<file path="src/rtl/stream_rx_fifo.sv">
// Checked tail-of-chain consumer: buffers upstream valid/ready words in a small
// FIFO, pops them under a local read enable and checks for an incrementing sequence.
module stream_rx_fifo #(
  parameter int L     = 8,
  parameter int DEPTH = 4
) (
  input  logic         clk,
  input  logic         rst,
  input  logic         valid,
  input  logic [L-1:0] data_in,
  output logic         ready,
  input  logic         ren,
  output logic [L-1:0] data_out,
  output logic         out_valid,
  output logic [$clog2(DEPTH):0] count,
  output logic         err,
  output logic [7:0]   err_cnt,
  output logic         o_seq_track
);
  localparam int AW = $clog2(DEPTH);
  localparam logic [AW:0] FULL_CNT = (AW+1)'(DEPTH);

  // Handshake: a word transfers on a rising edge when valid && ready; ready is
  // derived from registered occupancy only, never from valid.
  typedef enum logic {SEQ_IDLE = 1'b0, SEQ_TRACK = 1'b1} seq_state_t;

  logic [L-1:0]  r_mem [DEPTH];
  logic [AW-1:0] r_wr_ptr;
  logic [AW-1:0] r_rd_ptr;
  logic [AW:0]   r_count;
  logic [L-1:0]  r_data_out;
  logic          r_out_valid;
  seq_state_t    r_seq_state;
  logic [L-1:0]  r_exp;
  logic          r_err;
  logic [7:0]    r_err_cnt;

  logic          w_ready;
  logic          w_push;
  logic          w_pop;
  seq_state_t    w_seq_next;
  logic [L-1:0]  w_exp_next;
  logic          w_err_next;
  logic [7:0]    w_err_cnt_next;

  assign w_ready = rst && (r_count != FULL_CNT);
  assign w_push  = valid && w_ready;
  assign w_pop   = ren && (r_count != '0);

  // Storage is not reset; w_push is already blocked while rst is low.
  always_ff @(posedge clk) begin
    if (w_push) r_mem[r_wr_ptr] <= data_in;
  end

  always_ff @(posedge clk) begin
    if (!rst) begin
      r_wr_ptr    <= '0;
      r_rd_ptr    <= '0;
      r_count     <= '0;
      r_data_out  <= '0;
      r_out_valid <= 1'b0;
    end else begin
      if (w_push) r_wr_ptr <= r_wr_ptr + AW'(1);
      if (w_pop) begin
        r_data_out  <= r_mem[r_rd_ptr];
        r_out_valid <= 1'b1;
        r_rd_ptr    <= r_rd_ptr + AW'(1);
      end else begin
        r_out_valid <= 1'b0;
      end
      case ({w_push, w_pop})
        2'b10:   r_count <= r_count + (AW+1)'(1);
        2'b01:   r_count <= r_count - (AW+1)'(1);
        default: r_count <= r_count;
      endcase
    end
  end

  always_ff @(posedge clk) begin
    if (!rst) begin
      r_seq_state <= SEQ_IDLE;
      r_exp       <= '0;
      r_err       <= 1'b0;
      r_err_cnt   <= '0;
    end else begin
      r_seq_state <= w_seq_next;
      r_exp       <= w_exp_next;
      r_err       <= w_err_next;
      r_err_cnt   <= w_err_cnt_next;
    end
  end

  // Every accepted word reloads the expectation, so a mismatch resynchronises.
  always_comb begin
    w_seq_next     = r_seq_state;
    w_exp_next     = r_exp;
    w_err_next     = r_err;
    w_err_cnt_next = r_err_cnt;
    if (w_push) begin
      w_exp_next = data_in + L'(1);
      w_seq_next = SEQ_TRACK;
      if (r_seq_state == SEQ_TRACK && data_in != r_exp) begin
        w_err_next     = 1'b1;
        w_err_cnt_next = (r_err_cnt == 8'hFF) ? r_err_cnt : r_err_cnt + 8'd1;
      end
    end
  end

  assign ready       = w_ready;
  assign data_out    = r_data_out;
  assign out_valid   = r_out_valid;
  assign count       = r_count;
  assign err         = r_err;
  assign err_cnt     = r_err_cnt;
  assign o_seq_track = (r_seq_state == SEQ_TRACK);
endmodule

</file>
<file path="config.mk">
export PLATFORM = sky130hd
export DESIGN_NAME = stream_rx_fifo
export DESIGN_NICKNAME = d
export VERILOG_FILES = /design/src/rtl/stream_rx_fifo.sv
export SDC_FILE = /design/constraint.sdc
export NUM_CORES = 1
export LEC_CHECK = 0
export CAP_MARGIN = 20
export CORE_UTILIZATION = 45
export CTS_CLUSTER_SIZE = 16
export DETAILED_ROUTE_END_ITERATION = 7
export GPL_TIMING_DRIVEN = 0
export HOLD_SLACK_MARGIN = 0.05
export PLACE_DENSITY = 0.65
export SETUP_SLACK_MARGIN = 0.5
export SLEW_MARGIN = 15
export SYNTH_ARGS = -nofsm -noshare
export SYNTH_HDL_FRONTEND = slang
export SYNTH_SLANG_ARGS = --single-unit
export TNS_END_PERCENT = 100
</file>
<file path="constraint.sdc">
create_clock -name clk -period 4 [get_ports clk]
set_input_delay 0.6 -clock clk [delete_from_list [all_inputs] [get_ports clk]]
set_output_delay 0.6 -clock clk [all_outputs]
set_load 0.03 [all_outputs]
</file>
==> impl_metrics.toml, run 1 <==
[layout]
multi_input_area_um2 = 1120
final_cell_count_no_fill = 360
fillerInstances = 535
layout.nets = 300
drive_above_1_share = 0.0947
diodes = 0
regArea_um2 = 1640
final_common_cell = "nand2_1"
final_cell_mix = "45 x nand2_1, 34 x dfxtp_1, 33 x clkdlybuf4s50_1, 32 x edfxtp_1, 16 x xnor2_1"
syn2layout_area_growth_pct = 20.2

[worst_setup_path]
start_kind = "primary input"
worst_setup_path_end_kind = "primary output"
worstSetupPathType = "in -> out"
cp.arrival_ps = 1990
rr_worst_depth = 9
crit_fanout = 10
required_ps = 3400

[floorplan]
core_um2 = 6030
die_w_um = 81.5
die_h_um = 81.5
pin_count = 35
initial_utilization = 0.472
dieArea_um2 = 6640
num_rows = 28

[global_routing]
grt_pass1_wl_um = 8740
gr-total-overflow = 0
use_met2 = 0.286
busiest_layer = "met2"
grt_use_total = 0.184
grt_max_degree = 11
antenna_found_initial = 0
met1_usage = 0.241
grt_pass1_vias = 1805
gr-usage-met3 = 0.0367

[flow_run]
maxCapViolCount = 0

[cts]
cts_resized = 0
numCtsBuffers = 9
root_buffer = "clkbuf_8"
clock_path_buffers = 2
holdBufCountCts = 0
htree_num_levels = 3
path_clk_slew_ps = 60
cts_setup_buffers = 0
clock_sinks = 66
insertion_delay_ps = 330
cts_tree = "done"

[timing]
worst_slew_pin_slew_ps = 756
finClkSkew_ps = 5.44
finalCritPeriodShare = 0.649
relSlewSlack = 0.493
rsz0062_at_grt = "false"
finalHoldViolCount = 0
fin_crit_ps = 2590
fin_setup_tns_ps = 0
setup_violations = 0
max_freq_mhz = 385
report.final.slew_viol_count = 0

[drt]
route.detailed.drc = 0
drtIter0Drc = 48
drtAntennaViolNets = 0
firstDrtPassIters = 4
vias = 1837
post_drt_wl_per_cell_um = 14.7
wirelength_um = 5290
avgViaCountPerCell = 5.10

[synth]
ys.flop_type = "dfxtp_1"
seq_area_frac_synth = 0.577
synthTopCellsByArea = "edfxtp_1 34%, dfxtp_1 24%, mux4_2 6.3%"
syn_area_um2 = 2840
synth-seq-cells = 66
synth_fp_nets = 256
synth_warnings = 0
synthArstFlopShare = 0
synth_top_area_share = 0.338
synth_edf_count = 32
netlist_instances = 236
ys_types = 42
avgSynthCellArea_um2 = 12.1
synth_top_area_cell = "edfxtp_1"

[worst_hold_path]
min_path_type = "reg -> reg"
whs_path_depth = 2

[placement]
dpl.hpwl_um = 3660
place_congestion = 0.812
portBuffers = 33
placed_cells = 344

[pwr]
vdd_ir_drop_max_uv = 273
fin_total_pwr_w = 0.00175
power_density_nw_per_um2 = 512
power.static_leakage_nw = 1.18

[status]
outcome = "completed"
==> metrics by stage <==
stage | util | area [um2] | setup WS, ps | hold WS (ps)
finish | 0.567 | 3420 | 1410 | 463
global route | 0.567 | 3420 | 1250 | 491
CTS | 0.567 | 3420 | 1360 | 469
detailed placement | 0.542 | 3270 | 1070 | 458
global placement | 0.542 | 3270 | 1110 | 453
floorplan | - | 2840 | 1600 | 449
==> Yosys cell counts (2+ instances only) <==
library cell and instances:
nand2_1 45, dfxtp_1 34, edfxtp_1 32, xnor2_1 16, and2_1 11, a21boi_0 9
o21ai_0 9, inv_1 8, mux4_2 8, ha_1 7, nand4_1 7, clkbuf_1 6
mux2i_1 5, nand3_1 3, xor2_1 3, and3_2 2, buf_2 2, nor2_1 2
nor3_1 2, o211a_1 2, o31ai_1 2
==> logic make-up (layout without fill, tap and decap cells) <==
logic type / Yosys count / after routing / share of synthesized area
AO/OA/AOI/OAI: 28 / 28 / 0.0704
adder cells (fa/ha/maj): 8 / 8 / 0.0378
XOR/XNOR: 19 / 19 / 0.0585
AND/OR/NAND/NOR: 83 / 83 / 0.145
buffers and inverters: 19 / 68 / 0.0299
multiplexers: 13 / 13 / 0.0810
flip-flops: 66 / 66 / 0.577
==> registers in the layout, summed over array words and instances (netlist names) <==
register / flops
count: 3
data_out: 8
err: 1
err_cnt: 8
o_seq_track: 1
out_valid: 1
r_exp: 8
r_mem: 32
r_rd_ptr: 2
r_wr_ptr: 2
==> final timing paths <==
| check | end | start | slack (ps) |
|---|---|---|---|
| hold reg to reg | data_out[7] | data_out[7] | 460 |
| setup reg to reg | count[2] | count[2] | 1480 |
| setup / recovery | ready | rst | 1410 |
| hold / removal | data_out[7] | data_out[7] | 460 |
==> worst max-delay path: stages <==
cell             delay, ps
buf_4                  150
clkbuf_1               370
nor2b_1                190
clkdlybuf4s50_1        680
==> per-layer routing <==
metal | vias up | wire length [um] | share of wire
met2 | 34 | 2470 | 0.47
met4 | 0 | 121 | 0.023
met1 | 872 | 2540 | 0.48
met5 | - | 0 | 0
li1 | 919 | - | -
met3 | 12 | 157 | 0.030
==> power by group <==
part	leakage, nW	internal [W]	switching (W)
clock	0.0734	0.000225	0.000231
sequential	0.568	0.000780	0.0000402
combinational	0.534	0.000216	0.000258
==> area by class of cell <==
| type | instances | share of cell area |
|---|---|---|
| Timing Repair Buffer | 33 | 0.0966 |
| Buffer | 11 | 0.0161 |
| Inverter | 8 | 0.00878 |
| Clock inverter | 1 | 0.00110 |
| Clock buffer | 15 | 0.0428 |
| Multi-Input combinational cell | 151 | 0.327 |
| Sequential cell | 66 | 0.480 |
| Tap cell | 75 | 0.0275 |
No activity file was read; power rests on OpenSTA's default activity.
==> run 2, diff against run 1 <==
PLACE_DENSITY = 0.67   (was 0.65)
clock period = 2.15 ns   (was 4 ns; I/O delays follow)
==> impl_metrics.toml, run 2 (synthesized netlist as in run 1, its figures left out) <==
[layout]
drive_above_1_share = 0.248
final_common_cell = "nand2_1"
fillerInstances = 479
layout.nets = 321
diodes = 0
final_area_um2 = 3780
largest_register_ffs = 32
top_register = "r_mem"
syn2layout_area_growth_pct = 33.0
final_cell_mix = "43 x nand2_1, 32 x edfxtp_1, 31 x dfxtp_1, 22 x dlygate4sd2_1, 16 x xnor2_1"

[floorplan]
initial_utilization = 0.472
die_h_um = 81.5
num_rows = 28
die_w_um = 81.5
pin_count = 35
core_um2 = 6030
dieArea_um2 = 6640

[drt]
wirelength_um = 5850
avgViaCountPerCell = 5.20
drtIter0Drc = 120
route.detailed.drc = 0
vias = 1980
firstDrtPassIters = 4
drtAntennaViolNets = 0
post_drt_wl_per_cell_um = 15.4

[timing]
rsz0062_at_grt = "true"
fin_setup_tns_ps = 0
report.final.slew_viol_count = 0
max_freq_mhz = 500
fin_crit_ps = 2000
setup_violations = 0
finClkSkew_ps = 5.33
worst_slew_pin_slew_ps = 551
finalHoldViolCount = 0
finalCritPeriodShare = 0.929
relSlewSlack = 0.633

[placement]
placed_cell_area_um2 = 3320
place_congestion = 0.832
dpl.hpwl_um = 3670
portBuffers = 33

[global_routing]
antenna_found_initial = 0
grt_use_total = 0.194
grt_pass1_vias = 1808
grt_max_degree = 12
grt_pass1_wl_um = 9180
gr-total-overflow = 0

[worst_setup_path]
required_ps = 2380
crit_top_cell = "buf_6"
critPathMaxStageDelay_ps = 480
worstSetupPathType = "in -> reg"
start_kind = "primary input"
path_cells = "clkdlybuf4s50_1, nand2_2, nor2_4, buf_4, buf_6, buf_6, buf_6, buf_6, buf_6, nand2_8, or3b_4, mux2i_1"
crit_fanout = 7
cp.arrival_ps = 2230
cpMaxStageDelayCell = "clkdlybuf4s50_1"
worst_setup_path_end_kind = "register"

[pwr]
vdd_ir_drop_max_uv = 548
power.static_leakage_nw = 1.47
power_density_nw_per_um2 = 995

[cts]
clock_path_buffers = 2
cts_tree = "done"
path_clk_slew_ps = 70
insertion_delay_ps = 340
numCtsBuffers = 9
root_buffer = "clkbuf_8"
htree_num_levels = 3
clock_sinks = 66

[worst_hold_path]
min_path_type = "in -> reg"

[status]
outcome = "completed"

[flow_run]
maxCapViolCount = 0
-- run 2: layout make-up --
| cell class | count | area (um2) | area share |
|---|---|---|---|
| multi-input combinational | 151 | 1210 | 0.320 |
| buffer | 11 | 85.1 | 0.0225 |
| clock inverter | 6 | 81.3 | 0.0215 |
| clock buffer | 10 | 128 | 0.0337 |
| inverter | 8 | 32.5 | 0.00860 |
| timing repair buffer | 54 | 499 | 0.132 |
| sequential | 66 | 1650 | 0.437 |
| tap | 75 | 93.8 | 0.0248 |
-- run 2: critical path: cells and delay by family --
kind                   cells  cell delay [ps]
buffers and inverters      7             1090
and+or+nand+nor            4              680
muxes                      1              130
-- run 2: routing by layer --
metal | GRT usage | part of all wire | vias to the layer above
met5 | 0 | 0 | -
met4 | 0.111 | 0.022 | 0
met3 | 0.0389 | 0.047 | 12
met2 | 0.295 | 0.47 | 57
met1 | 0.256 | 0.46 | 946
li1 | - | - | 965
-- run 2: per-stage QoR --
| stage | power [W] | cells | worst slack (ps) | hold WS (ps) | util |
|---|---|---|---|---|---|
| global placement | 0.00251 | 344 | -241 | 453 | 0.551 |
| CTS | 0.00372 | 376 | 165 | 308 | 0.613 |
| floorplan | 0.00223 | 236 | 183 | 421 | - |
| finish | 0.00376 | 381 | 152 | 310 | 0.628 |
| global route | 0.00395 | 381 | 116 | 327 | 0.628 |
| detailed placement | 0.00253 | 344 | -295 | 457 | 0.551 |
-- run 2: worst paths after layout --
path | from | end | slack (ps) | cells after the start
worst max-delay path | valid | err_cnt[0] | 150 | 12
worst min-delay path | rst | r_exp[5] | 310 | 3
worst max register to register | count[2] | err_cnt[0] | 200 | 11
worst min register to register | data_out[5] | data_out[5] | 460 | 2
-- run 2: what timing repair did --
item	CTS	global route
gates resized for setup	46	26
setup buffers	16	5
pin swaps	10	9
hold buffers	0	0
setup endpoints to repair	63	54
-- run 2: power breakdown --
| part | total, W | internal, W | switching (W) |
|---|---|---|---|
| clock network | 0.00112 | 0.000645 | 0.000471 |
| logic | 0.00111 | 0.000548 | 0.000564 |
| registers | 0.00153 | 0.00146 | 0.0000739 |
| total | 0.00376 | 0.00265 | 0.00111 |
==> run 3, diff against run 2 <==
GPL_ROUTABILITY_DRIVEN = 0   (was default)
==> results of run 3 <==
No change in the layout: final DEF, timing and power equal those of run 2.
